==> config.mk <==
export PLATFORM = sky130hd
export DESIGN_NAME = inst_queue
export DESIGN_NICKNAME = d
export VERILOG_FILES = /design/src/rtl/inst_queue.sv
export SDC_FILE = /design/constraint.sdc
export NUM_CORES = 1
export LEC_CHECK = 0
export ABC_AREA = 1
export BUFFER_PORTS_ARGS = -buffer_cell sky130_fd_sc_hd__buf_2
export CAP_MARGIN = 40
export CORE_AREA = 2 2 112 196
export CTS_CLUSTER_SIZE = 24
export DETAILED_ROUTE_END_ITERATION = 10
export DIE_AREA = 0 0 114 198
export PLACE_DENSITY = 0.8
export REMOVE_ABC_BUFFERS = 1
export SLEW_MARGIN = 15
export SYNTH_ARGS = -nofsm -noshare
export SYNTH_HDL_FRONTEND = slang
export SYNTH_SLANG_ARGS = --single-unit
export TNS_END_PERCENT = 10
==> constraint.sdc <==
create_clock -name clk -period 9.3 [get_ports clk]
set_input_delay 0.93 -clock clk [delete_from_list [all_inputs] [get_ports clk]]
set_output_delay 0.93 -clock clk [all_outputs]
set_load 0.01 [all_outputs]
==> src/rtl/inst_queue.sv <==
// ----------------------------------------------------------------------------
// inst_queue
//   Instruction queue between instruction fetch and decode/Imm_Gen.
//   Holds up to DEPTH {pc, inst, imm_sel} entries in a circular buffer with
//   valid/ready handshakes on both sides. The ImmSel code is pre-decoded from
//   the opcode when an entry is written, so decode can drive Imm_Gen straight
//   from the queue head. A synchronous flush empties the queue on redirects.
//
// Ports
//   clk          in   rising-edge clock
//   rst          in   asynchronous reset, active-high
//   in_valid     in   fetch presents an instruction
//   in_ready     out  queue can accept (count < DEPTH)
//   in_pc        in   PC of incoming instruction
//   in_inst      in   incoming instruction word
//   flush        in   discard all entries (highest priority)
//   out_valid    out  head entry valid (count != 0)
//   out_ready    in   decode consumes the head entry
//   out_pc       out  PC of head entry
//   out_inst     out  instruction of head entry
//   out_imm_sel  out  pre-decoded ImmSel of head entry
//   count        out  number of valid entries
// ----------------------------------------------------------------------------
module inst_queue #(
   parameter int DEPTH = 4,
   parameter int PC_W  = 32
) (
   input  logic                       clk,
   input  logic                       rst,
   input  logic                       in_valid,
   output logic                       in_ready,
   input  logic [PC_W-1:0]            in_pc,
   input  logic [31:0]                in_inst,
   input  logic                       flush,
   output logic                       out_valid,
   input  logic                       out_ready,
   output logic [PC_W-1:0]            out_pc,
   output logic [31:0]                out_inst,
   output logic [2:0]                 out_imm_sel,
   output logic [$clog2(DEPTH):0]     count
);

   localparam int AW = $clog2(DEPTH);
   localparam int CW = AW + 1;

   localparam logic [31:0] NOP_INST = 32'h0000_0013;

   // Opcode -> ImmSel encoding consumed by Imm_Gen; 3'b111 means "no immediate".
   function automatic logic [2:0] predecode(input logic [6:0] opcode);
      logic [2:0] sel;
      case (opcode)
         7'b0000011, 7'b0010011, 7'b1100111, 7'b1110011: sel = 3'b000; // I
         7'b0100011:                                     sel = 3'b001; // S
         7'b1100011:                                     sel = 3'b010; // B
         7'b1101111:                                     sel = 3'b011; // J
         7'b0110111, 7'b0010111:                         sel = 3'b100; // U
         default:                                        sel = 3'b111; // R-type / illegal
      endcase
      return sel;
   endfunction

   logic [PC_W-1:0] pc_mem_r   [DEPTH];
   logic [31:0]     inst_mem_r [DEPTH];
   logic [2:0]      sel_mem_r  [DEPTH];

   logic [AW-1:0]   wr_ptr_r;
   logic [AW-1:0]   rd_ptr_r;
   logic [CW-1:0]   count_r;

   logic [AW-1:0]   wr_ptr_nxt_s;
   logic [AW-1:0]   rd_ptr_nxt_s;
   logic [CW-1:0]   count_nxt_s;
   logic            push_s;
   logic            pop_s;

   // Handshake flags depend only on the registered count, never on the peer's valid/ready.
   assign in_ready  = (count_r < CW'(DEPTH));
   assign out_valid = (count_r != '0);
   assign push_s    = in_valid & in_ready;
   assign pop_s     = out_valid & out_ready;

   assign out_pc      = pc_mem_r[rd_ptr_r];
   assign out_inst    = inst_mem_r[rd_ptr_r];
   assign out_imm_sel = sel_mem_r[rd_ptr_r];
   assign count       = count_r;

   // Next pointer/count values; flush overrides any push or pop in the same cycle.
   always_comb begin
      wr_ptr_nxt_s = wr_ptr_r;
      rd_ptr_nxt_s = rd_ptr_r;
      count_nxt_s  = count_r;
      if (flush) begin
         wr_ptr_nxt_s = '0;
         rd_ptr_nxt_s = '0;
         count_nxt_s  = '0;
      end else begin
         if (push_s) begin
            wr_ptr_nxt_s = wr_ptr_r + AW'(1);
         end else begin
            wr_ptr_nxt_s = wr_ptr_r;
         end
         if (pop_s) begin
            rd_ptr_nxt_s = rd_ptr_r + AW'(1);
         end else begin
            rd_ptr_nxt_s = rd_ptr_r;
         end
         case ({push_s, pop_s})
            2'b10:   count_nxt_s = count_r + CW'(1);
            2'b01:   count_nxt_s = count_r - CW'(1);
            default: count_nxt_s = count_r;
         endcase
      end
   end

   // Pointer and occupancy registers.
   always_ff @(posedge clk or posedge rst) begin
      if (rst) begin
         wr_ptr_r <= '0;
         rd_ptr_r <= '0;
         count_r  <= '0;
      end else begin
         wr_ptr_r <= wr_ptr_nxt_s;
         rd_ptr_r <= rd_ptr_nxt_s;
         count_r  <= count_nxt_s;
      end
   end

   // Entry storage; reset fills every slot with a NOP so the head reads a benign value.
   // Flush deliberately leaves the contents alone.
   always_ff @(posedge clk or posedge rst) begin
      if (rst) begin
         for (int i = 0; i < DEPTH; i++) begin
            pc_mem_r[i]   <= '0;
            inst_mem_r[i] <= NOP_INST;
            sel_mem_r[i]  <= 3'b000;
         end
      end else if (push_s && !flush) begin
         pc_mem_r[wr_ptr_r]   <= in_pc;
         inst_mem_r[wr_ptr_r] <= in_inst;
         sel_mem_r[wr_ptr_r]  <= predecode(in_inst[6:0]);
      end
   end

endmodule

# ---- Word level (Yosys, flattened, before mapping)
# Cells that the tools add are included.
dict set report classes {
  addsub 4
  n_lt_le_gt_ge 4
  n_eq_ne 11
  mux 24
  n_bitwise 4
  reduce_logical 9
}
# cell n
set op_table {}
lappend op_table {{$bwmux W128} 2}
lappend op_table {{$mux W32} 5}
lappend op_table {{$bmux W32 S2} 2}
lappend op_table {{$demux W32 S2} 1}
lappend op_table {{$eq A7 B7 Y1 const B} 4}
lappend op_table {{$mux W3} 5}
lappend op_table {{$pmux W3 S5} 1}
lappend op_table {{$eq A7 B5 Y1 const B} 2}
lappend op_table {{$eq A7 B6 Y1 const B} 2}
lappend op_table {{$bwmux W12} 1}
lappend op_table {{$mux W2} 4}
lappend op_table {{$eq A7 B2 Y1 const B} 1}
lappend op_table {{$bmux W3 S2} 1}
lappend op_table {{$demux W3 S2} 1}
lappend op_table {{$ge A3 B3 Y1 const B} 2}
lappend op_table {{$not A2 Y3} 2}
lappend op_table {{$pmux W3 S2} 1}
lappend op_table {{$reduce_bool A3 Y1} 2}
lappend op_table {{$add A2 B1 Y2 const B} 2}
lappend op_table {{$reduce_bool A2 Y1} 2}
lappend op_table {{$reduce_or A4 Y1} 1}
lappend op_table {{$add A3 B1 Y3 const B} 1}
lappend op_table {{$lt A3 B1 Y1 const B} 1}
lappend op_table {{$lt A3 B3 Y1 const B} 1}
lappend op_table {{other kinds (7)} 9}
dict set report totals {
  reg_bits 275
  inputBits 69
  wordCells 71
}

# ---- Longest topological paths before layout
# Gate-level depths: netlist of the first run.
dict set report depth {
  word_depth 6
  mapped_depth 9
  mapped_depth_nobuf 9
}

# ---- Least setup slack after synthesis of the first run
# OpenSTA, ideal clock, no wires.
dict set report synth_path {
  path_type {register to output}
  from {register rd_ptr_r[0]}
  to {output port out_imm_sel[0]}
  t_arrival_ps 1231
  path_slack_ps 7139
  path_stages_with_launch 7
  n_path_buf 3
  cell_sequence {dfrtp_1 > buf_4 > inv_2 > buf_2 > buf_2 > nor2_1 > o22ai_1}
}
dict set report synth_via {
  elab_chain_len 4
}
# element line
set synth_lines {}
lappend synth_lines {{start: declaration} 67} ;# logic [AW-1:0] rd_ptr_r;
lappend synth_lines {{start signal: assignment} 123} ;# rd_ptr_r <= rd_ptr_nxt_s;
lappend synth_lines {{$not A2 Y3 (implied by the code)} 84} ;# assign out_imm_sel = sel_mem_r[rd_ptr_r];
lappend synth_lines {{$bmux W3 S2} 84}
lappend synth_lines {{$mux W3 (implied by the code) (2 in series)} 84}
lappend synth_lines {{end: declaration} 39} ;# output logic [2:0] out_imm_sel,
# No other way between the ends. The select of a mux whose other input is x is not followed.

# ---- Worst setup path after layout of the first run
dict set report layout_path {
  from {register rd_ptr_r[0]}
  to {output port out_pc[0]}
}
dict set report layout_via {
  elab_chain_len 4
}
# element line
set layout_lines {}
lappend layout_lines {{$not A2 Y3 (implied by the code)} 82} ;# assign out_pc = pc_mem_r[rd_ptr_r];
lappend layout_lines {{$bmux W32 S2} 82}
lappend layout_lines {{$mux W32 (implied by the code) (2 in series)} 82}
lappend layout_lines {{end: declaration} 37} ;# output logic [PC_W-1:0] out_pc,
# No other way between the ends. The select of a mux whose other input is x is not followed.

==> flow_metrics.tcl, run 1 <==
set metrics [dict create \
    synthFlopType "dfrtp_1" \
    grtUsageTotal_pct 25.67 \
    htreeDepth 1 \
    grt_pass1_vias 9581 \
    setup_violations 0 \
    worstRegToRegCells 7 \
    root_buffer "clkbuf_16" \
    path_class "flip-flop to output port" \
    ys_ff_latch 275 \
    syn_avg_cell_area_sq_um 8.775 \
    timing.rr.end "sel_mem_r[9]" \
    io_buffers 140 \
    postCtsSetupBuffers 0 \
    wl_per_cell_um 16.33 \
    power.total_w 0.004602 \
    drtAntennaViolNets 0 \
    power_density_nw_per_um2 337.0 \
    finClkSkew_ps 8.879 \
    min_period_over_period_pct 42.02 \
    tightest_slew_ps 823.8 \
    overflow 0 \
    drc 0 \
    seq_area_sq_um 6902 \
    seq_area_frac_synth_pct 56.26 \
    r2r_start "wr_ptr_r[0]" \
    first_pass_iters 6 \
    multi_input_area_sq_um 4431 \
    reg2reg_slack_ps 6930 \
    wirelength_mm 28.60 \
    coreArea_sq_um 21140 \
    fin_crit_ps 3908 \
    clk_latency_ps 520 \
    die_w_um 114 \
    crit_path_top_delay_cell "dfrtp_4" \
    cts_buffers 25 \
    slowest_delay_ps 730 \
    ys_types 26 \
    synth-async-reset-ratio_pct 100.0 \
    startpoint_type "flip-flop" \
    hpwlAfterDp_mm 17.03 \
    synth_area_leader_cell "dfrtp_1" \
    worstPathCellList "inv_4, buf_4, buf_16, o21ai_0, o22ai_1, buf_2" \
    num_vias 9936 \
    cts_sinks 275 \
    drtIter0Drc 862 \
    cts_buffer_depth 3 \
    antenna-diode-count 0 \
    cts.repair.resized 0 \
    hp-class "input port to asynchronous set/reset pin" \
    endpoint_kind "output port" \
    ys_top_cells_by_area "dfrtp_1 (54%), o21ai_0 (15%), nand2_1 (9.4%), nor2_1 (4.3%), o22ai_1 (3.4%)" \
    postSynthCellCount 1397 \
    p_leak_nw 6.868 \
    yosys.cell_count.top_type "o21ai_0" \
    slew_viol_final 0 \
    nets 1553 \
    yosysWarningCount 0 \
    grt_pass1_wl_mm 47.20 \
    die_h_um 198 \
    pin_count 141 \
    synthesis.area_sq_um 12260 \
    areaGrowthSynthToFinish_pct 11.41 \
    worstPathArrival_ps 2980 \
    detail_route.vias_per_cell 5.674 \
    place_congestion 0.7863 \
    antenna_found_initial 0 \
    cp_data_required_time_ps 8370 \
    die-area_sq_um 22570 \
    hold_viol_final 0 \
    synth_edf_count 0 \
    rows 71 \
    peakVddDrop_mv 0.2290 \
    setup_tns_ps 0 \
    critical_path_peak_fanout 72 \
    slew_headroom_pct 45.08 \
    cts_hold_buf 0 \
    fmax_ghz 0.2559 \
    drive_above_1_share_pct 15.91 \
    start_util_pct 57.98 \
    grt_max_degree 112 \
    synth.top_cell.area_share_pct 53.69 \
    rsz0062_at_grt "no" \
    path_clk_slew_ps 70 \
    status "finished clean" \
    cts_tree "yes" \
    fillerInstances 1801 \
    netlist_top_cells_count "o21ai_0 (362), nand2_1 (308), dfrtp_1 (263)" \
    drv_cap 0 \
]
registers in the layout (all words and copies together), names as in the netlist:
| register | flops |
|---|---|
| wr_ptr_r | 2 |
| sel_mem_r | 12 |
| rd_ptr_r | 2 |
| pc_mem_r | 128 |
| count | 3 |
| inst_mem_r | 128 |
per-layer routing:
layer  up-vias  share of wire, %  track usage, %
li1       4784                 -               -
met3        46               5.2           3.275
met2       316                50           44.05
met1      4790                42           33.74
met5         -                 0               0
met4         0               2.7           8.627
metrics by stage:
step	hold WS, ps	setup slack, ps	cells	instance area, sq um	utilization [%]
after floorplan	443.7	809.4	1298	11630	-
after global placement	459.1	5833	1703	12740	60.26
after detailed placement	461.7	5973	1707	12850	60.78
after CTS	366.3	5409	1751	13660	64.59
after global routing	373.8	5299	1751	13660	64.59
final	367.5	5392	1751	13660	64.59
report_power, final:
| group | switching (W) | internal (W) | leakage [nW] |
|---|---|---|---|
| sequential | 0.000294 | 0.00173 | 3.51 |
| combinational | 0.000946 | 0.000606 | 2.97 |
| clock | 0.000430 | 0.000595 | 0.394 |
final cells by class:
type | count | area share (%)
flip-flops and latches | 275 | 50.54
clock buffers | 35 | 5.002
clock inverters | 9 | 0.8979
multi-input cells | 942 | 32.44
inverters | 81 | 2.300
repair buffers | 154 | 6.487
well taps | 255 | 2.336
placed cells by master (no fill, tap or decap), drive strengths merged, types with 7 or more instances in the layout:
cell	synthesis	routed
o21ai	397	397
nand2	313	313
dfrtp	263	263
buf	41	154
nor2	142	142
inv	81	81
o22ai	67	67
clkbuf	58	35
dfstp	12	12
nand3	7	7
critical path, delay by kind of cell, from the launching register on:
kind | cells | cell delay (ps)
compound gates | 2 | 370
flops | 1 | 730
buf+inv | 4 | 1260
how the worst max path moves through the flow:
stage          slack [ps]   startpoint         end  depth (start not counted)
2_1_floorplan         810          rst    count[0]                          1
3_3_place_gp         5830  rd_ptr_r[0]  out_pc[23]                          5
3_5_place_dp         5970  rd_ptr_r[0]   out_pc[0]                          6
4_1_cts              5410  rd_ptr_r[0]   out_pc[0]                          6
5_1_grt              5300  rd_ptr_r[0]   out_pc[6]                          6
6_report             5390  rd_ptr_r[0]   out_pc[0]                          6
logic make-up (layout without fill, tap and decap cells):
kind of cell	after synthesis	count (layout)	synth area share (%)
AO/OA/AOI/OAI	467	467	20.52
flip-flops	275	275	56.26
buffers and inverters	180	279	7.594
adder cells (fa/ha/maj)	5	5	0.5716
XOR/XNOR	1	1	0.07146
AND/OR/NAND/NOR	469	469	14.98
Note: power is estimated with default switching activity, not from simulation.
==> run 2: changes to the inputs <==
==> constraint.sdc (replaced) <==
create_clock -name clk -period 3.8 [get_ports clk]
set_input_delay 0.38 -clock clk [delete_from_list [all_inputs] [get_ports clk]]
set_output_delay 0.38 -clock clk [all_outputs]
set_load 0.01 [all_outputs]
==> run 2 against run 1 <==
Compared with the run above: non-clock buffer count is 7 higher; die area is the same; total power rose by 140%; hold slack got worse by 210 ps; sequential power grew 140%; critical path type unchanged; highest routed layer is now met5.
==> flow_metrics.tcl, run 2 (synthesized netlist as in run 1, its figures left out) <==
set metrics [dict create \
    grt_pass1_wl_mm 48.00 \
    peakVddDrop_mv 0.5898 \
    worstPathCellList "inv_4, buf_12, o21ai_0, o22ai_1, buf_2" \
    cts.repair.resized 0 \
    wirelength_mm 28.48 \
    fillerInstances 1793 \
    detail_route.vias_per_cell 5.659 \
    fin_area_sq_um 13700 \
    slew_headroom_pct 48.02 \
    place_congestion 0.8075 \
    tightest_slew_ps 779.6 \
    areaGrowthSynthToFinish_pct 11.77 \
    hold_viol_final 0 \
    overflow 0 \
    drc 0 \
    wl_per_cell_um 16.19 \
    grt_max_degree 97 \
    root_buffer "clkbuf_16" \
    postCtsSetupBuffers 0 \
    antenna_found_initial 3 \
    critical_path_peak_fanout 60 \
    slew_viol_final 0 \
    worstPathArrival_ps 2350 \
    die_w_um 114 \
    endpoint_kind "output port" \
    grt_util_met1_pct 34.89 \
    status "finished clean" \
    reg2reg_slack_ps 1790 \
    rows 71 \
    drv_cap 0 \
    min_period_over_period_pct 71.93 \
    first_pass_iters 5 \
    cts_sinks 275 \
    fin_crit_ps 2733 \
    p_leak_nw 6.883 \
    hp-class "input port to flip-flop" \
    dpl_cell_area_sq_um 12950 \
    drive_above_1_share_pct 15.71 \
    nets 1559 \
    cts_tree "yes" \
    slowest_delay_ps 490 \
    gr-usage-met3_pct 2.785 \
    layout_common_cells "o21ai_0 (362), nand2_1 (308), dfrtp_1 (261)" \
    die_h_um 198 \
    start_util_pct 57.98 \
    htreeDepth 1 \
    path_delay_family "buffers and inverters" \
    pin_count 141 \
    finClkSkew_ps 17.51 \
    grtUsageTotal_pct 25.88 \
    clk_latency_ps 510 \
    crit_path_top_delay_cell "dfrtp_4" \
    final_common_cell "o21ai_0" \
    coreArea_sq_um 21140 \
    power_density_nw_per_um2 810.1 \
    startpoint_type "flip-flop" \
    hpwlAfterDp_mm 17.31 \
    top_usage_layer "met2" \
    cts_buffers 24 \
    drtAntennaViolNets 0 \
    finalNonFillerCells 1759 \
    setup_violations 0 \
    dp.cells 1713 \
    path_clk_slew_ps 60 \
    io_buffers 140 \
    die-area_sq_um 22570 \
    gr-usage-met2_pct 43.67 \
    drtIter0Drc 823 \
    cp_data_required_time_ps 3420 \
    top_regs "inst_mem_r x128, pc_mem_r x128, sel_mem_r x12" \
    critPathBufInv 3 \
    cts_buffer_depth 3 \
    fmax_ghz 0.3659 \
    rsz0062_at_grt "no" \
    grt_pass1_vias 9973 \
    num_vias 9954 \
    path_class "flip-flop to output port" \
]
==> run 2: metrics by stage <==
stage	setup slack (ps)	utilization [%]	setup TNS, ps	hold slack [ps]	power, W
3_3_place_gp	1634	60.62	0	459.1	0.008681
5_1_grt	984.2	64.80	0	153.2	0.01194
6_report	1067	64.80	0	160.4	0.01110
3_5_place_dp	1628	61.23	0	361.8	0.008779
4_1_cts	1080	64.78	0	143.3	0.01116
2_1_floorplan	-4141	-	-1144250	443.7	0.007437
==> run 2: worst paths after layout <==
path,start,endpoint,depth (start not counted)
max,rd_ptr_r[0],out_inst[6],5
min,in_inst[25],inst_mem_r[25],3
max reg2reg,wr_ptr_r[1],inst_mem_r[88],6
min reg2reg,inst_mem_r[60],inst_mem_r[60],2
max in group asynchronous,rst,inst_mem_r[12],5
min in group asynchronous,rst,pc_mem_r[32],3
==> run 2: routing by layer <==
metal  vias to the layer above  share of wire (%)  wire length, um
li1                       4793                  -                -
met1                      4821                 42            11930
met2                       298                 50            14340
met3                        40                5.2             1489
met4                         2                2.5              701
met5                         -              0.046               13
==> run 2: final cells by class <==
cell class / count / area, sq um / area share [%]
clock buffers: 42 / 709.4 / 5.178
repair buffers: 161 / 991.0 / 7.233
clock inverters: 1 / 30.03 / 0.2192
diodes: 2 / 5.005 / 0.03653
well taps: 255 / 319.1 / 2.329
multi-input cells: 942 / 4431 / 32.34
inverters: 81 / 314.1 / 2.292
flip-flops and latches: 275 / 6902 / 50.37
==> run 2: report_power, final <==
group / total (W) / leakage [nW] / internal (W) / switching [W]
Sequential: 0.00488 / 3.51 / 0.00422 / 0.000656
Clock: 0.00234 / 0.354 / 0.00133 / 0.00101
Combinational: 0.00388 / 3.02 / 0.00150 / 0.00238
Total: 0.0111 / 6.88 / 0.00705 / 0.00405
==> run 2: worst register-to-register path, cell delays in order, from the launching register on <==
cell     delay (ps)
dfrtp_1         390
inv_1            70
ha_1            220
nand2_4         240
buf_16          310
buf_4           450
o21ai_0         180
==> run 2: repair_timing <==
| item | in CTS | in global routing |
|---|---|---|
| setup endpoints to repair | 0 | 0 |
| hold endpoints to repair | 30 | 0 |
| hold buffers | 1 | 0 |
